### config.mk
export PLATFORM = sky130hd
export DESIGN_NAME = tdm_demux
export DESIGN_NICKNAME = d
export VERILOG_FILES = /design/src/rtl/tdm_demux.sv
export SDC_FILE = /design/constraint.sdc
export NUM_CORES = 1
export LEC_CHECK = 0
export CORE_MARGIN = 1.5
export CORE_UTILIZATION = 42
export CTS_BUF_LIST = sky130_fd_sc_hd__clkbuf_8 sky130_fd_sc_hd__clkbuf_16
export CTS_CLUSTER_SIZE = 30
export DETAILED_ROUTE_END_ITERATION = 10
export PLACE_DENSITY = 0.78
export SYNTH_ARGS = -nofsm -noshare
export SYNTH_HDL_FRONTEND = slang
export SYNTH_SLANG_ARGS = --single-unit
export TNS_END_PERCENT = 100
### constraint.sdc
create_clock -name clk -period 2.2 [get_ports clk]
set_input_delay 0.22 -clock clk [delete_from_list [all_inputs] [get_ports clk]]
set_output_delay 0.22 -clock clk [all_outputs]
set_load 0.01 [all_outputs]
### src/rtl/tdm_demux.sv
// TDM frame demultiplexer: locks onto frame sync and splits each serial frame
// back into NUM_CH registered channel words with per-channel update strobes.
module tdm_demux #(
  parameter int NUM_CH = 4,
  parameter int WIDTH  = 8
) (
  input  logic                    clk,
  input  logic                    rst_n,
  input  logic                    din,
  input  logic                    din_valid,
  input  logic                    fsync,
  output logic [NUM_CH*WIDTH-1:0] ch_data,
  output logic [NUM_CH-1:0]       ch_valid,
  output logic                    frame_done,
  output logic                    locked,
  output logic                    sync_err
);

  localparam int BW  = (WIDTH  > 1) ? $clog2(WIDTH)  : 1;
  localparam int SW  = (NUM_CH > 1) ? $clog2(NUM_CH) : 1;
  localparam int SRW = (WIDTH  > 1) ? WIDTH - 1      : 1;

  typedef enum logic {HUNT, RECV} state_t;

  state_t                  state, state_n;
  logic [SRW-1:0]          shreg, shreg_n;
  logic [BW-1:0]           bitcnt, bitcnt_n, eff_bit;
  logic [SW-1:0]           slotcnt, slotcnt_n, eff_slot;
  logic [NUM_CH*WIDTH-1:0] ch_data_n;
  logic [NUM_CH-1:0]       ch_valid_n;
  logic                    frame_done_n, sync_err_n, take;
  logic [SRW:0]            cat;
  logic [WIDTH-1:0]        word;
  int                      slot_idx;

  always_ff @(posedge clk) begin
    if (!rst_n) begin
      state      <= HUNT;
      shreg      <= '0;
      bitcnt     <= '0;
      slotcnt    <= '0;
      ch_data    <= '0;
      ch_valid   <= '0;
      frame_done <= 1'b0;
      sync_err   <= 1'b0;
    end else begin
      state      <= state_n;
      shreg      <= shreg_n;
      bitcnt     <= bitcnt_n;
      slotcnt    <= slotcnt_n;
      ch_data    <= ch_data_n;
      ch_valid   <= ch_valid_n;
      frame_done <= frame_done_n;
      sync_err   <= sync_err_n;
    end
  end

  // Counters both at zero while in RECV can only mean a frame just completed,
  // so that is where fsync is mandatory; a new frame is processed as bit 0 of slot 0.
  always_comb begin
    state_n      = state;
    shreg_n      = shreg;
    bitcnt_n     = bitcnt;
    slotcnt_n    = slotcnt;
    ch_data_n    = ch_data;
    ch_valid_n   = '0;
    frame_done_n = 1'b0;
    sync_err_n   = 1'b0;
    take         = 1'b0;
    eff_bit      = bitcnt;
    eff_slot     = slotcnt;
    cat          = {shreg, din};
    word         = cat[WIDTH-1:0];
    slot_idx     = 0;

    if (din_valid) begin
      if (state == HUNT) begin
        if (fsync) begin
          take     = 1'b1;
          eff_bit  = '0;
          eff_slot = '0;
          state_n  = RECV;
        end
      end else if (bitcnt == '0 && slotcnt == '0) begin
        if (fsync) begin
          take = 1'b1;
        end else begin
          sync_err_n = 1'b1;
          state_n    = HUNT;
        end
      end else if (fsync) begin
        sync_err_n = 1'b1;
        take       = 1'b1;
        eff_bit    = '0;
        eff_slot   = '0;
      end else begin
        take = 1'b1;
      end
    end

    if (take) begin
      shreg_n  = cat[SRW-1:0];
      slot_idx = int'(eff_slot);
      if (eff_bit == BW'(WIDTH - 1)) begin
        ch_data_n[slot_idx*WIDTH +: WIDTH] = word;
        ch_valid_n[eff_slot] = 1'b1;
        bitcnt_n = '0;
        if (eff_slot == SW'(NUM_CH - 1)) begin
          frame_done_n = 1'b1;
          slotcnt_n    = '0;
        end else begin
          slotcnt_n = eff_slot + SW'(1);
        end
      end else begin
        bitcnt_n  = eff_bit + BW'(1);
        slotcnt_n = eff_slot;
      end
    end
  end

  assign locked = (state == RECV);

endmodule

* Word-level counts from Yosys, hierarchy flattened
Index checks and enable logic that the tools add are counted.
** Operators by class
- $add $sub $neg :: 3
- Order comparisons :: 2
- Equal/unequal tests :: 2
- Shift-type cells :: 2
- Mux-type cells :: 21
- Reduce and logical (&&, ||, !) cells :: 7
** Operator list (count)
- $neg A5 Y33 :: 1
- $shift A8 B33 Y32 const A :: 1
- $shiftx A8 B33 Y32 :: 1
- $bwmux W32 :: 1
- $mux W3 :: 5
- $mux W2 :: 6
- $mux W1 :: 8
- $reduce_and A3 Y1 :: 2
- $add A3 B1 Y3 const B :: 1
- $eq A3 B3 Y1 const B :: 1
- $logic_not A3 Y1 :: 1
- $lt A2 B3 Y1 const B :: 1
- $add A2 B1 Y2 const B :: 1
- $demux W1 S2 :: 1
- $eq A2 B2 Y1 const B :: 1
- $ge A2 B1 Y1 const B :: 1
- $logic_and A1 B1 Y1 :: 2
- $logic_not A2 Y1 :: 1
- $reduce_and A2 Y1 :: 1
** Storage, ports and cells
- Flip-flop bits (word level) :: 51
- Input port bits :: 5
- Output and inout bits :: 39
- Logic and storage cells :: 45

* Depth between registers and ports, before layout
Gate-level depths: netlist of run 1.
- Depth in word-level cells :: 9
- Depth in mapped cells :: 10
- Depth with buffers taken out :: 8

* Worst setup path after synthesis of run 1
OpenSTA, ideal clock, no wires.
- Kind :: input -> register
- Start :: input fsync
- End :: register ch_data[14]
- Setup time :: 0.135 ns
- Arrival time :: 2.053 ns
- Required time :: 2.065 ns
- Path slack :: 0.012 ns
- Stages on the path :: 10
- Buffers on the path :: 3
- Path through :: nand2_1 > nand2_1 > clkinv_1 > buf_1 > ha_1 > or4b_1 > buf_2 > buf_6 > nand3_1 > o31ai_2
** On the way
- Longest elaborated chain between the ends :: 7
- Elaborated cells between the ends (all ways) :: 18
- Those cells by class :: 1 x add/sub; 1 x eq/ne; 2 x shift; 13 x mux; 1 x reduce/logical
** RTL lines
- start: declaration :: RTL line 11 : input logic fsync,
- $mux W2 :: RTL line 78, 91
- $mux W2 :: RTL line 84 : end else if (bitcnt == '0 && slotcnt == '0) begin
- $mux W2 :: RTL line 77 : if (state == HUNT) begin
- $mux W2 :: RTL line 76 : if (din_valid) begin
- $neg A5 Y33 :: RTL line 105 : ch_data_n[slot_idx*WIDTH +: WIDTH] = word;
- $shiftx A8 B33 Y32 or $shift A8 B33 Y32 (tied branches) :: RTL line 105
- $bwmux W32 :: RTL line 105
- end signal: assignment :: RTL line 51 : ch_data <= ch_data_n;
- end: declaration :: RTL line 12 : output logic [NUM_CH*WIDTH-1:0] ch_data,
Parallel ways exist; a longest one is shown, timed or not.
A chain may end at the register's enable or synchronous reset.

* Final worst setup path of run 1
- Start :: input fsync
- End :: register ch_data[10]
Same word-level chain as after synthesis.

==> results of run 1 <==
-- power by group through the flow --
stage / clock [mW] / sequential, mW / combinational [mW]
4_1_cts: 0.662 / 0.914 / 0.0767
2_1_floorplan: 0 / 0.935 / 0.0483
5_1_grt: 0.698 / 0.915 / 0.0845
6_report: 0.650 / 0.914 / 0.0765
3_3_place_gp: 0 / 0.935 / 0.0749
3_5_place_dp: 0 / 0.935 / 0.0762
-- critical path, cell delays in order --
cell	delay (ps)
clkdlybuf4s50_1	430
nand2_2	130
and2_1	170
ha_1	150
ha_1	150
nand2_1	80
or4b_1	460
buf_4	200
o31ai_1	230
-- routing by layer --
metal / vias up / share of wire (%)
li1: 914 / -
met1: 820 / 43
met2: 42 / 51
met3: 6 / 5.0
met4: 0 / 1.2
met5: - / 0
-- metrics by stage --
| step | worst slack [ps] | utilization, % | area, sq um |
|---|---|---|---|
| 2_1_floorplan | 12.1 | - | 2180 |
| 3_3_place_gp | -77.3 | 54.1 | 2730 |
| 3_5_place_dp | -165 | 54.1 | 2730 |
| 4_1_cts | 135 | 56.3 | 2840 |
| 5_1_grt | 7.54 | 56.4 | 2840 |
| 6_report | 190 | 56.4 | 2840 |
-- placed cells by master, fill, tap and decap left out, types with 2 or more instances in the layout --
| cell type | Yosys | layout |
|---|---|---|
| clkbuf_8 | 0 | 6 |
| nand2_1 | 28 | 27 |
| inv_1 | 2 | 2 |
| and2_1 | 15 | 15 |
| o21ai_0 | 18 | 18 |
| nand4_1 | 16 | 16 |
| ha_1 | 11 | 11 |
| nor2_1 | 3 | 3 |
| a21boi_0 | 2 | 2 |
| o31ai_1 | 14 | 14 |
| dfxtp_1 | 50 | 50 |
| mux2i_1 | 10 | 10 |
| nor2b_1 | 10 | 10 |
| clkdlybuf4s50_1 | 0 | 43 |
| and3_1 | 4 | 4 |
| o31ai_2 | 2 | 2 |
| nor4b_2 | 2 | 2 |
| nand3_1 | 16 | 16 |
| or4b_1 | 2 | 2 |
| buf_4 | 1 | 18 |
-- sequential cells by signal, summed over array words and instances (netlist names) --
register,count
ch_data,32
shreg,7
sync_err,1
ch_valid,4
bitcnt,3
slotcnt,2
locked,1
-- logic make-up (layout without fill, tap and decap cells) --
family	Yosys count	after routing	synth area share [%]
multiplexers	10	10	4.60
flip-flops	50	50	46.0
buffers and inverters	22	71	5.28
adder cells (fa/ha/maj)	11	11	6.32
AND/OR/NAND/NOR	103	103	26.7
AO/OA/AOI/OAI	36	36	10.8
XOR/XNOR	1	1	0.402
-- cell type report --
type,instances,area [sq um]
fillers,460,2200
flip-flops and latches,50,1000
repair buffers,61,566
clock buffers,6,82.6
inverters,3,11.3
multi-input cells,161,1060
well taps,70,87.6
clock inverters,1,30.0
-- what timing repair did --
action,CTS,global route
resized for setup,0,1
setup endpoints to repair,0,5
endpoints found under the hold margin,0,0
-- worst min path at each step --
stage	cells after the start	end	from
after floorplan	2	shreg[0]	din
after global placement	2	ch_data[24]	ch_data[24]
after detailed placement	2	ch_data[0]	ch_data[0]
after CTS	2	ch_data[0]	ch_data[0]
after global routing	2	ch_data[30]	ch_data[30]
final	2	ch_data[0]	ch_data[0]
==> results_dict.tcl, run 1 <==
set metrics [dict create \
    synth_most_common_cell "dfxtp_1" \
    dp_hpwl_um 3420 \
    worstSetupStartpointType "input pin" \
    p_sw_uw 332 \
    fmax_mhz 497 \
    cts_made_buffers 5 \
    routedWlPerCell_um 13.1 \
    vias 1782 \
    r2r_cells 9 \
    rsz0062_at_grt "false" \
    synth_seq_cells 50 \
    end_kind "register" \
    syn_inst 233 \
    boundaryPins 44 \
    crit_arrival_ps 2230 \
    ys_types 31 \
    antenna_found_initial 0 \
    r2r_start "bitcnt[0]" \
    ir_worst_vdd_mv 0.360 \
    post-cts-setup-buffer-count 0 \
    grt_pass1_vias 1625 \
    clock_latency_ps 300 \
    combPwrFrac_pct 4.7 \
    synth_top_area_cell "dfxtp_1" \
    drt_wl_total_um 4620 \
    synth_edf_count 0 \
    setup_tns_ps 0 \
    ys.flop_type "dfxtp_1" \
    startpoint "fsync" \
    ant_nets 0 \
    netlist_area_sq_um 2180 \
    yosys-top-cells-area "dfxtp_1 (46%), ha_1 (6.3%), nand2_1 (4.8%)" \
    die_area_sq_um 5630 \
    nNetsFinal 298 \
    maxSlewViolCount 0 \
    via_per_inst 5.06 \
    crit_path_end "ch_data[10]" \
    drtPass1Iterations 4 \
    syn_area_per_cell_sq_um 9.35 \
    grt_util_met3_pct 4.42 \
    fin_cells 352 \
    finalCritPeriodShare_pct 91.4 \
    p_sw_share_pct 20.2 \
    seq_power_share_pct 55.7 \
    min_period_ps 2010 \
    area_growth_pct 30.5 \
    path_max_fanout 16 \
    chipWidth_um 75.0 \
    tightestPinTransition_ps 500 \
    crit_type "in2reg" \
    path_clk_slew_ps 80 \
    reg2reg_slack_ps 210 \
    yosys_warnings 0 \
    place.gp.congestion 0.762 \
    rows 26 \
    netlist.area_leader.share_pct 46.0 \
    cts_root_buffer "clkbuf_8" \
    cts_tree "yes" \
    start_util_pct 43.2 \
    finClkSkew_ps 4.81 \
    synth_fp_nets 249 \
    antennaDiodeCount 0 \
    max-clock-path-buffers 2 \
    grt-busiest-layer "met2" \
    synth-seq-area-share_pct 46.0 \
    use_met2_pct 30.8 \
    cts_sinks 50 \
    synth_commonest_cells "dfxtp_1 (50), nand2_1 (28), o21ai_0 (18)" \
    grt_pass1_wl_um 7480 \
    final-hold-violation-count 0 \
    grt-ovfl-total 0 \
    first_iter_violations 109 \
    met1_usage_pct 21.4 \
    ctsHoldBuffers 0 \
    grt_max_degree 25 \
    reg2reg_to "slotcnt[1]" \
    io_buffer_count 43 \
    fin_hold_ws_ps 461 \
    die_h_um 75.0 \
    async_flop_share_pct 0 \
    maxSlewHeadroom_pct 66.6 \
    pwr-share-clk_pct 39.6 \
    grt_usage_pct 17.6 \
    cp.required_ps 2420 \
    status "finished, final reports clean" \
    dp_cells 345 \
    cellLeakagePower_nw 1.07 \
    p_total_mw 1.64 \
    drive_gt1_share_pct 11.0 \
    cap_violations 0 \
    core_area_sq_um 5040 \
    p_per_area_nw_per_um2 577 \
    hold_path_class "reg2reg" \
    setup_viol_count_final 0 \
    p_int_mw 1.31 \
    drc_errors 0 \
    h-tree-depth 2 \
]
Power figures use the tool's default switching activity.
==> run 2, diff against run 1 <==
--- a/config.mk
+++ b/config.mk
@@ -6,11 +6,11 @@
 export NUM_CORES = 1
 export LEC_CHECK = 0
 export CORE_MARGIN = 1.5
-export CORE_UTILIZATION = 42
+export CORE_UTILIZATION = 30
 export CTS_BUF_LIST = sky130_fd_sc_hd__clkbuf_8 sky130_fd_sc_hd__clkbuf_16
 export CTS_CLUSTER_SIZE = 30
 export DETAILED_ROUTE_END_ITERATION = 10
-export PLACE_DENSITY = 0.78
+export PLACE_DENSITY = 0.61
 export SYNTH_ARGS = -nofsm -noshare
 export SYNTH_HDL_FRONTEND = slang
 export SYNTH_SLANG_ARGS = --single-unit
==> results_dict.tcl, run 2 (synthesis results as in run 1) <==
set metrics [dict create \
    path_clk_slew_ps 90 \
    vias 1785 \
    drive_gt1_share_pct 11.6 \
    p_sw_uw 360 \
    p_total_mw 1.68 \
    cts_root_buffer "clkbuf_8" \
    final-hold-violation-count 0 \
    cts_made_buffers 5 \
    cp.required_ps 2410 \
    p_int_mw 1.32 \
    drt_wl_total_um 4760 \
    area_growth_pct 32.7 \
    combPwrFrac_pct 4.6 \
    finalCritPeriodShare_pct 91.7 \
    p_per_area_nw_per_um2 581 \
    cts_sinks 50 \
    cts_tree "yes" \
    largest_register_ffs 32 \
    largest_register "ch_data" \
    ctsHoldBuffers 0 \
    dp_hpwl_um 3460 \
    crit_path_frequent_cell "ha_1" \
    hold_path_class "reg2reg" \
    ir_worst_vdd_mv 0.240 \
    core_area_sq_um 6910 \
    grt_max_degree 25 \
    antenna_found_initial 0 \
    wl_met1_um 2500 \
    h-tree-depth 2 \
    grt-ovfl-total 0 \
    tightestPinTransition_ps 504 \
    die_h_um 88.2 \
    pwr-share-clk_pct 41.0 \
    grt_pass1_wl_um 8060 \
    drc_errors 0 \
    die_area_sq_um 7780 \
    layout_common_cells "dfxtp_1 (50), clkdlybuf4s50_1 (43), nand2_1 (27)" \
    p_sw_share_pct 21.4 \
    fin_util_pct 41.9 \
    setup_viol_count_final 0 \
    fmax_mhz 496 \
    antennaDiodeCount 0 \
    io_buffer_count 43 \
    grt_pass1_vias 1649 \
    max-clock-path-buffers 2 \
    critical_path.cell_chain "clkdlybuf4s50_1 > nand2_2 > and2_1 > ha_1 > ha_1 > nand2_1 > or4b_1 > buf_4 > o31ai_1" \
    start_util_pct 31.5 \
    seq_power_share_pct 54.4 \
    highest_layer "met4" \
    via_per_inst 4.70 \
    worstSetupStartpointType "input pin" \
    rsz0062_at_grt "false" \
    rows 30 \
    path_max_fanout 16 \
    nNetsFinal 299 \
    cap_violations 0 \
    top_regs "ch_data x32, shreg x7, ch_valid x4" \
    place.gp.congestion 0.830 \
    routedWlPerCell_um 12.5 \
    min_period_ps 2020 \
    maxSlewHeadroom_pct 66.3 \
    wl_met2_um 2010 \
    crit_slowest_cell "or4b_1" \
    wl_met3_um 194 \
    chipWidth_um 88.2 \
    fin_hold_ws_ps 466 \
    critPathMaxStageDelay_ps 460 \
    status "finished, final reports clean" \
    end_kind "register" \
    final_common_cell "dfxtp_1" \
    finClkSkew_ps 15.5 \
    clock_latency_ps 310 \
    drtPass1Iterations 4 \
    crit_type "in2reg" \
    first_iter_violations 125 \
    ant_nets 0 \
    grt_usage_pct 13.2 \
    boundaryPins 44 \
    reg2reg_slack_ps 240 \
    crit_arrival_ps 2230 \
    maxSlewViolCount 0 \
    cellLeakagePower_nw 1.08 \
]
[run 2: final timing paths]
kind / start / to / cells past startpoint
worst max-delay path: fsync / ch_data[8] / 9
worst min-delay path: ch_data[29] / ch_data[29] / 2
worst max register to register: bitcnt[0] / slotcnt[0] / 9
worst min register to register: ch_data[29] / ch_data[29] / 2
[run 2: layout make-up]
cell class                      instances  area, sq um
Clock buffer                            6         82.6
Clock inverter                          2         38.8
Fill cell                             723         4020
Inverter                                3         11.3
Multi-Input combinational cell        161         1060
Sequential cell                        50         1000
Tap cell                               96          120
Timing Repair Buffer                   62          573
[run 2: timing repair]
item | in CTS | in global routing
resized for setup | 0 | 1
buffers inserted | 0 | 0
setup endpoints to repair | 0 | 6
[run 2: power groups by stage]
stage,registers (mW),logic [mW],clock network [mW]
after floorplan,0.935,0.0483,0
after global placement,0.935,0.0775,0
after detailed placement,0.935,0.0773,0
after CTS,0.914,0.0777,0.703
after global routing,0.915,0.0862,0.730
final,0.914,0.0781,0.689
[run 2: stage by stage]
step,TNS (ps),setup slack (ps),instances,instance area (sq um)
2_1_floorplan,0,12.1,233,2180
3_3_place_gp,-1090,-83.9,372,2770
3_5_place_dp,-3160,-183,372,2770
4_1_cts,0,133,380,2890
5_1_grt,0,27.8,380,2890
6_report,0,183,380,2890
[run 2: critical path, delay by kind of cell]
family	cells	cell delay [ps]
AND/OR/NAND/NOR	4	830
adder cells (fa/ha/maj)	2	320
AO/OA/AOI/OAI	1	230
buffers and inverters	2	630
[run 2: routing by layer]
metal  track usage (%)  up-vias
met5                 0        -
met4              3.84        0
met3              3.08        7
met2              20.4       39
met1              18.3      817
li1                  -      922
==> run 3, diff against run 2 <==
--- a/config.mk
+++ b/config.mk
@@ -5,12 +5,15 @@
 export SDC_FILE = /design/constraint.sdc
 export NUM_CORES = 1
 export LEC_CHECK = 0
+export CELL_PAD_IN_SITES_DETAIL_PLACEMENT = 0
+export CELL_PAD_IN_SITES_GLOBAL_PLACEMENT = 2
 export CORE_MARGIN = 1.5
-export CORE_UTILIZATION = 30
+export CORE_UTILIZATION = 28
 export CTS_BUF_LIST = sky130_fd_sc_hd__clkbuf_8 sky130_fd_sc_hd__clkbuf_16
 export CTS_CLUSTER_SIZE = 30
 export DETAILED_ROUTE_END_ITERATION = 10
-export PLACE_DENSITY = 0.61
+export HOLD_SLACK_MARGIN = 0.08
+export PLACE_DENSITY = 0.83
 export SYNTH_ARGS = -nofsm -noshare
 export SYNTH_HDL_FRONTEND = slang
 export SYNTH_SLANG_ARGS = --single-unit
==> constraint.sdc (replaced) <==
create_clock -name clk -period 2.2 [get_ports clk]
set_input_delay 0.44 -clock clk [delete_from_list [all_inputs] [get_ports clk]]
set_output_delay 0.44 -clock clk [all_outputs]
set_load 0.01 [all_outputs]
==> results_dict.tcl, run 3 (synthesis results as in run 1) <==
set metrics [dict create \
    cts_root_buffer "clkbuf_8" \
    routedWlPerCell_um 12.8 \
    cp.required_ps 2410 \
    maxSlewHeadroom_pct 75.4 \
    via_per_inst 4.63 \
    r2r_start "bitcnt[0]" \
    p_per_area_nw_per_um2 522 \
    antenna_found_initial 0 \
    cellLeakagePower_nw 1.14 \
    dp_hpwl_um 3570 \
    boundaryPins 44 \
    cts_sinks 50 \
    io_buffer_count 43 \
    drive_gt1_share_pct 16.6 \
    cts_made_buffers 5 \
    drc_errors 0 \
    fmax_mhz 498 \
    path_clk_slew_ps 90 \
    grt_usage_pct 12.6 \
    tightestPinTransition_ps 367 \
    dp_cells 378 \
    setup_viol_count_final 0 \
    rows 31 \
    nNetsFinal 305 \
    grt_max_degree 29 \
    grt-ovfl-total 0 \
    final_area_sq_um 2990 \
    cap_violations 0 \
    setup_tns_ps 0 \
    area_growth_pct 37.0 \
    chipWidth_um 91.2 \
    ant_nets 0 \
    ir_worst_vdd_mv 0.223 \
    worstSetupStartpointType "register" \
    path_max_fanout 6 \
    grt_pass1_wl_um 8400 \
    crit_slowest_cell "or4_1" \
    reg2reg_slack_ps 190 \
    grt_pass1_vias 1686 \
    clock_latency_ps 300 \
    drt_wl_total_um 4980 \
    hold_path_class "reg2reg" \
    rsz0062_at_grt "false" \
    finalCritPeriodShare_pct 91.2 \
    die_area_sq_um 8320 \
    max-clock-path-buffers 2 \
    ctsHoldBuffers 0 \
    final.fill_count 732 \
    top_regs "ch_data x32, shreg x7, ch_valid x4" \
    final-hold-violation-count 0 \
    crit_path_frequent_cell "buf_4" \
    die_h_um 91.2 \
    status "finished, final reports clean" \
    fin_hold_ws_ps 456 \
    finClkSkew_ps 6.60 \
    crit_type "reg2reg" \
    startpoint "bitcnt[0]" \
    largest_register_ffs 32 \
    core_area_sq_um 7410 \
    end_kind "register" \
    layout_common_cells "dfxtp_1 (50), clkdlybuf4s50_1 (41), nand2_1 (26)" \
    crit_arrival_ps 2210 \
    drtPass1Iterations 4 \
    r2r_cells 9 \
    h-tree-depth 2 \
    placed_area_sq_um 2790 \
    reg2reg_to "slotcnt[0]" \
    maxSlewViolCount 0 \
    cts_tree "yes" \
    antennaDiodeCount 0 \
    fin_cells 389 \
    first_iter_violations 60 \
    start_util_pct 29.4 \
    critical_path.cell_chain "or4_1 > nor2_1 > ha_1 > and2_4 > buf_4 > nor3_1 > buf_4 > xnor2_1 > and2_1" \
    fin_util_pct 40.3 \
    place.gp.congestion 0.769 \
    critPathMaxStageDelay_ps 510 \
    vias 1801 \
    min_period_ps 2010 \
    largest_register "ch_data" \
    crit_path_end "slotcnt[0]" \
    final_common_cell "dfxtp_1" \
]
run 3: metrics by stage:
step / total power, mW / worst slack [ps]
detailed placement: 1.02 / -356
global route: 1.63 / 110
finish: 1.56 / 194
CTS: 1.58 / 2.19
global placement: 1.01 / -303
floorplan: 0.983 / 24.9
run 3: repair_timing:
action / in CTS / in global routing
setup buffers: 0 / 1
gates cloned: 0 / 2
pin swaps: 0 / 2
setup endpoints to repair: 10 / 32
resized for setup: 2 / 24
run 3: final cells by class:
class / count / area (sq um) / area share (%)
clock buffers: 6 / 82.6 / 2.77
clock inverters: 2 / 12.5 / 0.419
inverters: 3 / 11.3 / 0.377
multi-input cells: 161 / 1120 / 37.6
flip-flops and latches: 50 / 1000 / 33.5
well taps: 99 / 124 / 4.15
repair buffers: 68 / 632 / 21.2
run 3: critical path: cells and delay by family, from the launching register on:
kind	cells	cell delay (ps)
flip-flops	1	330
AND/OR/NAND/NOR	5	1000
buffers and inverters	2	310
adder cells (fa/ha/maj)	1	150
XOR/XNOR	1	110
run 3: worst min path at each step:
stage | startpoint | end | slack (ps) | depth (start not counted)
6_report | ch_data[30] | ch_data[30] | 460 | 2
5_1_grt | ch_data[24] | ch_data[24] | 490 | 2
4_1_cts | ch_data[6] | ch_data[6] | 470 | 2
3_5_place_dp | ch_data[6] | ch_data[6] | 450 | 2
3_3_place_gp | ch_data[0] | ch_data[0] | 450 | 2
2_1_floorplan | bitcnt[0] | bitcnt[0] | 440 | 2
run 3: routing by layer:
metal / vias up / share of wire [%] / GRT usage, %
met5: - / 0 / 0
met4: 0 / 1.4 / 3.91
met3: 6 / 4.6 / 3.43
met2: 39 / 46 / 19.9
met1: 818 / 48 / 16.7
li1: 938 / - / -
run 3: power breakdown:
part / internal, mW / switching, mW
clock: 0.253 / 0.308
sequential: 0.910 / 0.00445
combinational: 0.0402 / 0.0441
total: 1.20 / 0.356
